--- src/rtl/bus_arbiter2.sv ---
// Two-master, one-slave round-robin bus arbiter with a per-transaction watchdog.
// Completion (ack/err/rdata) is combinational from the slave ack in the grant cycle.
module bus_arbiter2 #(
    parameter int ADDR_WIDTH = 32,
    parameter int DATA_WIDTH = 32,
    parameter int TIMEOUT    = 16
) (
    input  logic                  I_clk,
    input  logic                  I_rst,
    input  logic                  I_req0,
    input  logic [ADDR_WIDTH-1:0] I_addr0,
    input  logic [DATA_WIDTH-1:0] I_wdata0,
    input  logic                  I_we0,
    output logic                  O_ack0,
    output logic                  O_err0,
    output logic [DATA_WIDTH-1:0] O_rdata0,
    input  logic                  I_req1,
    input  logic [ADDR_WIDTH-1:0] I_addr1,
    input  logic [DATA_WIDTH-1:0] I_wdata1,
    input  logic                  I_we1,
    output logic                  O_ack1,
    output logic                  O_err1,
    output logic [DATA_WIDTH-1:0] O_rdata1,
    output logic                  O_s_req,
    output logic [ADDR_WIDTH-1:0] O_s_addr,
    output logic [DATA_WIDTH-1:0] O_s_wdata,
    output logic                  O_s_we,
    input  logic                  I_s_ack,
    input  logic [DATA_WIDTH-1:0] I_s_rdata,
    output logic                  O_sel
);

    typedef enum logic [1:0] {
        IDLE   = 2'd0,
        GRANT0 = 2'd1,
        GRANT1 = 2'd2
    } state_t;

    localparam logic [7:0] WD_LAST = 8'(TIMEOUT - 1);

    state_t     state_r, state_s;
    logic       last_r, last_s;
    logic       sel_r, sel_s;
    logic [7:0] wd_r, wd_s;
    logic       granted_s;
    logic       expire_s;
    logic       done_s;

    // State, arbitration history, mux select and watchdog registers
    always_ff @(posedge I_clk) begin
        if (I_rst) begin
            state_r <= IDLE;
            last_r  <= 1'b1;
            sel_r   <= 1'b0;
            wd_r    <= 8'd0;
        end else begin
            state_r <= state_s;
            last_r  <= last_s;
            sel_r   <= sel_s;
            wd_r    <= wd_s;
        end
    end

    // Next-state: round-robin arbitration in IDLE, completion or timeout in GRANTn
    always_comb begin
        state_s = state_r;
        last_s  = last_r;
        sel_s   = sel_r;
        wd_s    = wd_r;
        case (state_r)
            IDLE: begin
                wd_s = 8'd0;
                if (I_req0 && I_req1) begin
                    if (last_r) begin
                        state_s = GRANT0;
                        sel_s   = 1'b0;
                        last_s  = 1'b0;
                    end else begin
                        state_s = GRANT1;
                        sel_s   = 1'b1;
                        last_s  = 1'b1;
                    end
                end else if (I_req0) begin
                    state_s = GRANT0;
                    sel_s   = 1'b0;
                    last_s  = 1'b0;
                end else if (I_req1) begin
                    state_s = GRANT1;
                    sel_s   = 1'b1;
                    last_s  = 1'b1;
                end else begin
                    state_s = IDLE;
                end
            end
            GRANT0, GRANT1: begin
                if (I_s_ack || (wd_r == WD_LAST)) begin
                    state_s = IDLE;
                    wd_s    = 8'd0;
                end else begin
                    wd_s = wd_r + 8'd1;
                end
            end
            default: begin
                state_s = IDLE;
                wd_s    = 8'd0;
            end
        endcase
    end

    // Slave-side mux and master completion signalling; a reset cycle suppresses any ack
    always_comb begin
        granted_s = (state_r != IDLE);
        expire_s  = granted_s && !I_s_ack && (wd_r == WD_LAST);
        done_s    = granted_s && !I_rst && (I_s_ack || (wd_r == WD_LAST));
        O_s_req   = granted_s;
        O_sel     = sel_r;
        O_s_addr  = {ADDR_WIDTH{1'b0}};
        O_s_wdata = {DATA_WIDTH{1'b0}};
        O_s_we    = 1'b0;
        O_ack0    = 1'b0;
        O_err0    = 1'b0;
        O_rdata0  = {DATA_WIDTH{1'b0}};
        O_ack1    = 1'b0;
        O_err1    = 1'b0;
        O_rdata1  = {DATA_WIDTH{1'b0}};
        if (granted_s) begin
            if (sel_r) begin
                O_s_addr  = I_addr1;
                O_s_wdata = I_wdata1;
                O_s_we    = I_we1;
            end else begin
                O_s_addr  = I_addr0;
                O_s_wdata = I_wdata0;
                O_s_we    = I_we0;
            end
        end else begin
            O_s_we = 1'b0;
        end
        if (done_s && (state_r == GRANT0)) begin
            O_ack0   = 1'b1;
            O_err0   = expire_s;
            O_rdata0 = I_s_ack ? I_s_rdata : {DATA_WIDTH{1'b0}};
        end else if (done_s && (state_r == GRANT1)) begin
            O_ack1   = 1'b1;
            O_err1   = expire_s;
            O_rdata1 = I_s_ack ? I_s_rdata : {DATA_WIDTH{1'b0}};
        end else begin
            O_ack0 = 1'b0;
            O_ack1 = 1'b0;
        end
    end

endmodule

--- config.mk ---
export PLATFORM = sky130hd
export DESIGN_NAME = bus_arbiter2
export DESIGN_NICKNAME = d
export VERILOG_FILES = /design/src/rtl/bus_arbiter2.sv
export SDC_FILE = /design/constraint.sdc
export NUM_CORES = 1
export LEC_CHECK = 0
export ABC_AREA = 1
export ABC_CLOCK_PERIOD_IN_PS = 1700
export BUFFER_PORTS_ARGS = -buffer_cell sky130_fd_sc_hd__buf_2
export CORE_AREA = 2 2 117 119
export DETAILED_ROUTE_END_ITERATION = 10
export DIE_AREA = 0 0 119 121
export PLACE_DENSITY = 0.46
export SLEW_MARGIN = 20
export SYNTH_ARGS = -nofsm -noshare
export SYNTH_HDL_FRONTEND = slang
export SYNTH_SLANG_ARGS = --single-unit
--- constraint.sdc ---
create_clock -name I_clk -period 1.7 [get_ports I_clk]
set_input_delay 0.34 -clock I_clk [delete_from_list [all_inputs] [get_ports I_clk]]
set_output_delay 0.34 -clock I_clk [all_outputs]
set_load 0.03 [all_outputs]
After elaboration in Yosys (flattened, before gate mapping)
Index checks and enable logic that the tools add are counted.
- bits in registers: 12
- output and inout bits: 135
- logic and storage cells: 52
- add/subtract/negate cells: 1
- equality and inequality tests: 4
- multiplexer cells: 26
- bitwise operators: 1
- reductions and logical operators: 16
- operator list (kind ; number):
    32-bit 2-to-1 mux ; 8
    1-bit 2-to-1 mux ; 12
    2-bit 2-to-1 mux ; 5
    8-bit by 1-bit adder with 8-bit output (second input constant) ; 1
    8-bit by 4-bit == test with 1-bit output (second input constant) ; 1
    1-bit logical AND ; 7
    2-bit one-hot mux with 2 select lines ; 1
    3-bit nonzero test ; 1
    3-bit OR reduction ; 1
    2-bit by 1-bit == test with 1-bit output (second input constant) ; 1
    2-bit == test (second input constant) ; 1
    1-bit logical NOT ; 2
    2-bit logical NOT ; 1
    2-bit inequality test (second input constant) ; 1
    2-bit AND reduction ; 1
    2-bit nonzero test ; 1
    2-bit OR reduction ; 1
    1-bit logical OR ; 1
    1-bit inverter ; 1

Longest topological paths before layout
Gate-level depths: netlist of the first run.
- depth in word-level cells: 6
- gate-level depth with buffers: 8

Least setup slack after synthesis of the first run
OpenSTA, ideal clock, no wires.
- path type: register to output
- start point: reg state_r[0]
- end point: out O_s_addr[22]
- arrival: 1.877 ns
- data required time: 1.360 ns
- setup slack: -0.517 ns
- cell stages (with the launch flop): 8
- path buffers: 2
- cell sequence: dfxtp_1 > inv_1 > ha_1 > inv_1 > buf_2 > clkbuf_1 > o21ai_0 > nor2_1
- word-level cells in the longest chain between the ends: 2
- ends and longest elaborated chain (what ; RTL line ; RTL):
    start, declared ; 41 ; state_t state_r, state_s;
    start signal, assigned ; 57 ; state_r <= state_s;
    2-bit nonzero test ; 112 ; granted_s = (state_r != IDLE);
    named net O_s_req ; 24 ; output logic O_s_req,
    32-bit 2-to-1 mux ; 126 ; if (granted_s) begin
    end, declared ; 25 ; output logic [ADDR_WIDTH-1:0] O_s_addr,
The timed path passes the listed nets, and every way through them passes these cells.

Worst setup path in the final report of the first run
- start point: reg wd_r[1]
- end point: out O_rdata1[31]
- word-level cells in the longest chain between the ends: 6
- elaborated cells on any way between the ends: 7
- ends and longest elaborated chain (what ; RTL line ; RTL):
    start, declared ; 44 ; logic [7:0] wd_r, wd_s;
    start signal, assigned ; 60 ; wd_r <= wd_s;
    8-bit by 4-bit == test with 1-bit output * ; 114 ; done_s = granted_s && !I_rst && (I_s_ack || (wd_r == WD_LAST));
    1-bit logical OR * ; 114 ;
    1-bit logical AND * ; 114 ;
    1-bit logical AND ; 143 ; end else if (done_s && (state_r == GRANT1)) begin
    32-bit 2-to-1 mux ; 143 ;
    32-bit 2-to-1 mux * ; 139 ; if (done_s && (state_r == GRANT0)) begin
    end, declared ; 23 ; output logic [DATA_WIDTH-1:0] O_rdata1,
Mark *: on every way between the ends. The rest lies on a longest branch, timed or not.

==> impl_metrics.toml, run 1 <==
[placed_design]
finalWeightedCongestion = 0.821
dpl.hpwl_mm = 9.25
numPortBuffers = 301

[power_and_ir_drop]
total_power_mw = 5.07
ir_worst_vdd_uv = 419
powerDensity_nw_per_um2 = 771
p_leak_nw = 2.88

[critical_path]
start_kind = "flop"
critPathMaxFanout = 8
r2r-start = "state_r[1]"
worstRegToRegCells = 10
cp.arrival_ns = 1.77
required_ns = 1.36
endpoint_kind = "primary output"
critPathKind = "flop to primary output"
r2r_end = "O_sel"
reg2reg_slack_ns = 0.25

[sta]
post-route-period-util_pct = 124
setup_violations = 134
hold_violations = 0
layout_setup_ws_ns = -0.410
worst_pin_slew_ns = 0.510
period_needed_ns = 2.11
fmax_mhz = 474
relSlewSlack_pct = 66.0
slew_violations = 0
skew_ns = 0.00276
grt_setup_unrepaired = "true"

[clock_network]
root_buffer = "clkbuf_16"
cts.clk_slew.worst_paths_ns = 0.04
tritoncts = "yes"
clock_latency_ns = 0.24
cts-buffers-inserted = 3
clockBufferDepth = 2
cts_sinks = 12
h-tree-depth = 1

[drt]
drt_wl_total_mm = 14.3
wirelength_met1_mm = 5.12
route.top_layer_used = "met4"
wl_met3_mm = 1.19
firstDrtPassIters = 4
antenna_left = 0
wl_per_cell_um = 15.5
viasPerCell = 4.37
drc_errors = 0
routed-wl-met2_mm = 7.83
num_vias = 4037
drt_iter0_drc = 151

[min_path]
hold_path_class = "input port to flop"
min_delay_worst_endpoint = "O_sel"
holdPathStages = 2
min-delay-start = "I_rst"

[final_layout]
post-route-util_pct = 50.3
n_antenna_cell = 0
multi_input_area_um2 = 2750
drive_gt1_share_pct = 76.8
syn_to_final_growth_pct = 211
nets = 920
nFillCells = 1244
seq_area_um2 = 246

[die]
start_util_pct = 16.2
row_count = 42
die_w_um = 119
die_y_um = 121
dieArea_um2 = 14400
ios = 302
coreArea_um2 = 13100

[status]
violations = "setup timing"
status = "complete, but fails checks"

[logic_synthesis]
synth.yosys.seq_area_share_pct = 11.4
synth-async-reset-ratio_pct = 0
synth_compound_area_share_pct = 16.4
ys_seq_elements = 12
yosysUniqueCellTypes = 24
synthTopCellsByArea = "nor2_1 (32%), o21ai_0 (16%), dfxtp_1 (11%)"
synth_common_cells = "nor2_1 (183), o21ai_0 (66), nand2_1 (50)"
syn_area_um2 = 2110
syn-num-nets = 584
synth_top_area_share_pct = 32.5
netlist_instances = 413
yosysWarnings = 0
synth_simple_gate_area_share_pct = 56.3
synth_edf_count = 0
synth_mux_area_share_pct = 0
synth-main-ff-cell = "dfxtp_1"
synth.avg_cell_area_um2 = 5.12
synth_top_area_cell = "nor2_1"
synth_top_family_by_area = "simple AND/OR/NAND/NOR gates"
synthXorXnorAreaFrac_pct = 1.24
yosysMostFrequentCell = "nor2_1"
synthAdderAreaFrac_pct = 2.37

[flow_run]
drv_cap = 0

[grt]
grt.total_usage_pct = 17.1
grt_pass1_vias = 3933
grt_start_max_net_pins = 66
grt_pass1_wl_mm = 19.8
overflow = 0
antenna_found_initial = 0
[worst max path at each step]
| stage | cells past startpoint | to | startpoint |
|---|---|---|---|
| floorplan | 7 | O_err1 | wd_r[1] |
| global placement | 9 | O_rdata1[31] | wd_r[1] |
| detailed placement | 8 | O_rdata0[22] | state_r[0] |
| CTS | 9 | O_rdata1[0] | wd_r[1] |
| global route | 9 | O_rdata1[31] | wd_r[0] |
| finish | 9 | O_rdata1[31] | wd_r[1] |
[power breakdown]
group	total, mW	internal (mW)	switching (mW)
combinational	4.31	1.98	2.34
clock	0.437	0.307	0.130
sequential	0.322	0.306	0.0161
[routing by layer]
metal / vias to the layer above / track usage (%)
met5: - / 0
met4: 0 / 3.27
met3: 17 / 5.17
met2: 184 / 32.7
met1: 1865 / 18.7
li1: 1971 / -
[per-stage QoR]
| stage | cell area (um2) | worst slack [ns] | TNS, ns | hold WS (ns) | cells |
|---|---|---|---|---|---|
| floorplan | 2600 | -0.0882 | -3.15 | 0.402 | 413 |
| global placement | 4420 | -0.161 | -8.80 | 0.462 | 888 |
| detailed placement | 4420 | -0.172 | -11.23 | 0.478 | 888 |
| CTS | 5930 | -0.376 | -35.94 | 0.325 | 912 |
| global route | 6580 | -0.504 | -49.63 | 0.338 | 923 |
| finish | 6580 | -0.410 | -38.54 | 0.323 | 923 |
[critical path: stages (launching register included)]
cell,delay [ns]
dfxtp_2,0.34
ha_4,0.14
nand2_2,0.05
nor2_2,0.08
nand3_2,0.10
nand2_4,0.10
nand4_4,0.19
buf_12,0.24
nor2_4,0.13
buf_6,0.14
[cell usage in the layout (no fill, tap or decap), types with 2 or more instances in the layout]
cell,netlist,layout
buf_16,0,4
buf_6,6,135
nor2_2,26,58
nand3b_1,2,2
clkbuf_16,0,9
a21oi_1,2,2
dfxtp_2,0,5
inv_2,0,4
nand3_1,4,4
nor2_1,183,86
dfxtp_1,12,7
buf_8,0,7
o21ai_2,0,25
nand4_1,4,4
o21ai_4,0,39
xnor2_1,2,2
ha_4,0,2
buf_12,0,13
inv_1,18,12
nor2_4,3,68
buf_2,9,167
nand2_1,50,49
buf_4,0,30
[final cells by class]
class                   instances  share of cell area, %
clock buffers                   3                   1.14
inverters                      18                   1.27
flip-flops and latches         12                   3.75
multi-input cells             352                   41.7
well taps                     176                   3.35
repair buffers                362                   48.7
[kinds of logic (layout without fill, tap and decap cells)]
kind of cell / after synthesis / after routing
AO/OA/AOI/OAI: 69 / 69
AND/OR/NAND/NOR: 276 / 276
buffers and inverters: 49 / 383
adder cells (fa/ha/maj): 4 / 4
XOR/XNOR: 3 / 3
flip-flops: 12 / 12
[registers in the layout (all words and copies together), names as in the netlist]
register,cells
state_r,2
wd_r,8
last_r,1
O_sel,1
[what timing repair did]
action,4_1_cts,5_1_grt
gates cloned,9,7
gates resized for setup,406,103
pin swaps,56,65
setup buffers,12,10
endpoints found under the hold margin,0,0
setup endpoints to repair,134,134
hold buffers,0,0
No activity file was read; power rests on OpenSTA's default activity.
==> run 2, diff against run 1 <==
==> constraint.sdc (replaced) <==
create_clock -name I_clk -period 1.7 [get_ports I_clk]
set_input_delay 0.17 -clock I_clk [delete_from_list [all_inputs] [get_ports I_clk]]
set_output_delay 0.17 -clock I_clk [all_outputs]
set_load 0.03 [all_outputs]
==> run 2 against run 1 <==
- the run still ends with setup timing left
- largest cell class unchanged
- cell count fell by 1.6%
- hold slack got worse by 0.17 ns
- via count fell by 4.8%
- critical path type unchanged
- non-clock buffer count fell by 16
==> impl_metrics.toml, run 2 (synthesized netlist as in run 1, its figures left out) <==
[status]
status = "complete, but fails checks"
violations = "setup timing"

[clock_network]
tritoncts = "yes"
hold_buffers = 0
root_buffer = "clkbuf_16"
clock_latency_ns = 0.24
cts_sinks = 12
cts.clk_slew.worst_paths_ns = 0.04
h-tree-depth = 1
cts-buffers-inserted = 3
clockBufferDepth = 2

[final_layout]
drive_gt1_share_pct = 68.3
seq_area_um2 = 246
multi_input_area_um2 = 2120
mostFrequentLayoutCells = "buf_2 (168), nor2_1 (137), buf_6 (80), buf_4 (74), o21ai_2 (53)"
top_regs = "wd_r: 8 flops, state_r: 2 flops"
n_antenna_cell = 0
nFillCells = 1345
final_cells = 908
final_common_cell = "buf_2"
largest_reg_flops = 8
nets = 904
top_register = "wd_r"
post-route-util_pct = 42.6
syn_to_final_growth_pct = 164

[power_and_ir_drop]
ir_worst_vdd_uv = 600
p_leak_nw = 2.68
total_power_mw = 4.49
powerDensity_nw_per_um2 = 805

[grt]
overflow = 0
grt_start_max_net_pins = 68
antenna_found_initial = 0
grt_pass1_wl_mm = 17.4
grt_pass1_vias = 3547
grt.total_usage_pct = 14.8

[die]
start_util_pct = 16.2
coreArea_um2 = 13100
row_count = 42
die_w_um = 119
ios = 302
dieArea_um2 = 14400
die_y_um = 121

[placed_design]
finalWeightedCongestion = 0.796
dpl.hpwl_mm = 8.58
dpl.cell_count = 879
numPortBuffers = 301
place_ws_ns = -0.0145

[critical_path]
critPathTopFamily = "simple AND/OR/NAND/NOR gates"
critPathMaxStageDelay_ns = 0.34
endpoint_kind = "primary output"
critPathMaxFanout = 34
worstRegToRegCells = 8
reg2reg_slack_ns = 0.25
critPathBufInv = 3
cp.arrival_ns = 1.72
crit_top_cell = "buf_4"
r2r_end = "wd_r[7]"
r2r-start = "wd_r[0]"
critPathSlowestCell = "dfxtp_2"
critPathKind = "flop to primary output"
required_ns = 1.53
start_kind = "flop"
cp-startpoint = "wd_r[0]"
cp_cell_sequence = "ha_4 -> nand2_2 -> nor2_2 -> nand3_2 -> nand2_4 -> buf_4 -> nand3_4 -> buf_12 -> nor2_1 -> buf_4"

[sta]
post-route-period-util_pct = 111
relSlewSlack_pct = 69.7
setup_tns_ns = -16.04
hold_violations = 0
period_needed_ns = 1.89
slew_violations = 0
grt_setup_unrepaired = "true"
setup_violations = 128
layout_setup_ws_ns = -0.191
skew_ns = 0.00341
worst_pin_slew_ns = 0.455
fmax_mhz = 529

[flow_run]
drv_cap = 0

[min_path]
min_delay_worst_endpoint = "O_sel"
min-delay-start = "I_rst"
hold_path_class = "input port to flop"
holdPathStages = 2

[drt]
firstDrtPassIters = 4
drt_iter0_drc = 99
viasPerCell = 4.23
num_vias = 3843
antenna_left = 0
wl_per_cell_um = 13.8
drc_errors = 0
drt_wl_total_mm = 12.5
==> run 2: layout make-up <==
cell class,instances,area share [%]
flip-flops and latches,12,4.42
inverters,18,1.35
well taps,176,3.95
clock buffers,4,1.59
multi-input cells,352,38.1
repair buffers,346,50.6
==> run 2: report_power, final <==
part	switching (mW)	total, mW	internal, mW
Clock	0.129	0.484	0.355
Sequential	0.0184	0.325	0.306
Combinational	1.97	3.68	1.71
Total	2.11	4.49	2.38
==> run 2: how the worst max path moves through the flow <==
| stage | cells past startpoint | slack (ns) | to |
|---|---|---|---|
| detailed placement | 7 | -0.01 | O_rdata1[27] |
| global placement | 7 | -0.007 | O_rdata1[27] |
| CTS | 9 | -0.18 | O_rdata1[1] |
| floorplan | 8 | -0.05 | O_rdata0[22] |
| finish | 10 | -0.19 | O_err0 |
| global route | 9 | -0.34 | O_rdata1[5] |
==> run 2: what timing repair did <==
action | in CTS | in global routing
gates resized for setup | 202 | 207
setup endpoints to repair | 133 | 134
gates cloned | 2 | 8
pin swaps | 4 | 35
setup buffers | 3 | 14
==> run 2: stage by stage <==
stage               hold WS [ns]  area [um2]
floorplan                  0.239        2190
finish                     0.158        5580
detailed placement         0.389        3980
CTS                        0.155        4710
global route               0.177        5580
global placement           0.395        3980
==> run 2: per-layer routing <==
metal  global-route usage (%)  share of wire (%)  vias to the layer above
met4                     4.61                2.2                        0
met3                     2.58                5.9                       19
met5                        0                  0                        -
met2                     28.2                 54                      167
li1                         -                  -                     1938
met1                     16.5                 38                     1719
==> run 2: worst reg2reg max path: stages, from the launching register on <==
cell and delay (ns):
dfxtp_2 0.34, ha_4 0.14, nand2_2 0.05, nor2_2 0.08, nand3_2 0.10, buf_4 0.15, buf_4 0.13, nand4_1 0.25
nor2_1 0.09
==> run 3, diff against run 2 <==
--- a/config.mk
+++ b/config.mk
@@ -6,11 +6,11 @@
 export NUM_CORES = 1
 export LEC_CHECK = 0
 export ABC_AREA = 1
-export ABC_CLOCK_PERIOD_IN_PS = 1700
 export BUFFER_PORTS_ARGS = -buffer_cell sky130_fd_sc_hd__buf_2
 export CORE_AREA = 2 2 117 119
 export DETAILED_ROUTE_END_ITERATION = 10
 export DIE_AREA = 0 0 119 121
+export MAX_ROUTING_LAYER = met4
 export PLACE_DENSITY = 0.46
 export SLEW_MARGIN = 20
 export SYNTH_ARGS = -nofsm -noshare
==> run 3 against run 2 <==
- critical path depth shrank 1
- power shrank 0.55%
- register-to-register slack is essentially flat
- first-iteration DRC count grew 12%
- global-route usage grew 0.44 points
- sequential share of layout area shrank 0.18 points
- the run still ends with setup timing left
- clock skew is essentially flat
- flip-flop and latch count is the same
- largest cell class unchanged
- combinational power is essentially flat
- design area grew 4.2%
==> impl_metrics.toml, run 3 (synthesized netlist as in run 1, its figures left out) <==
[sta]
slew_violations = 0
worst_pin_slew_ns = 0.433
setup_violations = 128
relSlewSlack_pct = 71.1
post-route-period-util_pct = 112
skew_ns = 0.00344
hold_violations = 0
layout_setup_ws_ns = -0.200
period_needed_ns = 1.90
fmax_mhz = 526
grt_setup_unrepaired = "true"

[placed_design]
place_area_um2 = 3980
place_ws_ns = -0.0145
numPortBuffers = 301
finalWeightedCongestion = 0.807
dpl.hpwl_mm = 8.58

[critical_path]
crit_top_cell = "nor2_2"
start_kind = "flop"
cp_cell_sequence = "ha_4 -> nand2_2 -> nor2_2 -> nand3_2 -> nand2_4 -> nand3_4 -> clkbuf_16 -> nor2_2 -> buf_6"
r2r-start = "wd_r[0]"
r2r_end = "wd_r[7]"
cp.arrival_ns = 1.73
required_ns = 1.53
worstRegToRegCells = 8
critPathSlowestCell = "dfxtp_2"
reg2reg_slack_ns = 0.25
critPathTopFamily = "simple AND/OR/NAND/NOR gates"
endpoint_kind = "primary output"
critPathMaxFanout = 8
critPathBufInv = 2
critPathKind = "flop to primary output"
critPathMaxStageDelay_ns = 0.34

[grt]
grt_pass1_vias = 3543
antenna_found_initial = 0
grt_pass1_wl_mm = 17.4
overflow = 0
grt.total_usage_pct = 15.2
use_met2_pct = 28.3
globalRouteMet3Util_pct = 2.16
grt_start_max_net_pins = 68
busiest_layer = "met2"
met1_usage_pct = 16.8

[die]
die_w_um = 119
coreArea_um2 = 13100
start_util_pct = 16.2
ios = 302
die_y_um = 121
dieArea_um2 = 14400
row_count = 42

[min_path]
min-delay-start = "I_rst"
holdPathStages = 2
min_delay_worst_endpoint = "O_sel"
hold_path_class = "input port to flop"

[final_layout]
syn_to_final_growth_pct = 175
nets = 908
design_area_um2 = 5810
top_register = "wd_r"
final_common_cell = "buf_2"
largest_reg_flops = 8
n_antenna_cell = 0
multi_input_area_um2 = 2220
seq_area_um2 = 246
top_regs = "wd_r: 8 flops, state_r: 2 flops"
mostFrequentLayoutCells = "buf_2 (168), nor2_1 (119), buf_6 (97), buf_4 (59), nor2_2 (51)"
nFillCells = 1312
drive_gt1_share_pct = 69.4

[drt]
drt_iter0_drc = 111
viasPerCell = 4.33
wl_per_cell_um = 14.7
num_vias = 3952
firstDrtPassIters = 4
drt_wl_total_mm = 13.4
drc_errors = 0
antenna_left = 0

[power_and_ir_drop]
power.switching_mw = 2.12
p_int_mw = 2.35
pwr-share-comb_pct = 81.9
pwr-share-clk_pct = 10.8
p_seq_share_pct = 7.3
p_leak_nw = 2.73
powerDensity_nw_per_um2 = 769
ir_worst_vdd_uv = 581
switching_share_pct = 47.4

[clock_network]
hold_buffers = 0
cts_sinks = 12
cts-buffers-inserted = 3
clockBufferDepth = 2
h-tree-depth = 1
clock_latency_ns = 0.24
cts.clk_slew.worst_paths_ns = 0.04
tritoncts = "yes"
root_buffer = "clkbuf_16"

[flow_run]
drv_cap = 0

[status]
status = "complete, but fails checks"
violations = "setup timing"
==> run 3: changes by cell type in the layout (fill, tap and decap cells not counted), sizes merged <==
| cell | previous run | this run |
|---|---|---|
| buf | 340 | 341 |
| clkbuf | 10 | 13 |
==> run 3: cell type report <==
| type | count | area share (%) |
|---|---|---|
| sequential | 12 | 4.24 |
| inverter | 18 | 1.29 |
| timing repair buffer | 350 | 50.9 |
| clock buffer | 4 | 1.53 |
| multi-input combinational | 352 | 38.3 |
| tap | 176 | 3.79 |
==> run 3: repair_timing <==
item | in CTS | in global routing
pin swaps | 4 | 38
gates cloned | 2 | 13
endpoints found under the setup margin | 133 | 134
gates resized for setup | 202 | 237
setup buffers | 3 | 13
==> run 3: per-stage QoR <==
| step | instances | util [%] | power (mW) | setup TNS (ns) | hold WS [ns] |
|---|---|---|---|---|---|
| after floorplan | 413 | - | 1.78 | -1.53 | 0.239 |
| after global placement | 879 | 30.4 | 2.64 | -0.00662 | 0.395 |
| after detailed placement | 879 | 30.4 | 2.62 | -0.0145 | 0.389 |
| after CTS | 888 | 36.0 | 3.62 | -10.77 | 0.155 |
| after global routing | 912 | 44.4 | 4.71 | -29.63 | 0.177 |
| final | 912 | 44.4 | 4.47 | -16.72 | 0.158 |
==> run 3: how the worst max path moves through the flow <==
stage / cells past startpoint / end / startpoint / slack (ns)
finish: 9 / O_rdata0[30] / wd_r[0] / -0.20
floorplan: 8 / O_rdata0[22] / wd_r[0] / -0.05
detailed placement: 7 / O_rdata1[27] / state_r[0] / -0.01
global route: 9 / O_rdata0[16] / wd_r[0] / -0.34
global placement: 7 / O_rdata1[27] / state_r[0] / -0.007
CTS: 9 / O_rdata1[1] / wd_r[0] / -0.18
==> run 3: per-layer routing <==
metal,routed length [um],part of all wire (%),vias to the layer above
li1,-,-,1957
met2,7170,53,188
met1,5120,38,1780
met4,375,2.8,0
met5,0,0,-
met3,770,5.7,27
==> run 3: power by group through the flow <==
stage          logic [mW]  clock network, mW  registers (mW)
2_1_floorplan        1.45                  0           0.324
3_3_place_gp         2.32                  0           0.321
3_5_place_dp         2.30                  0           0.321
4_1_cts              2.80              0.496           0.319
5_1_grt              3.86              0.515           0.327
6_report             3.66              0.484           0.325
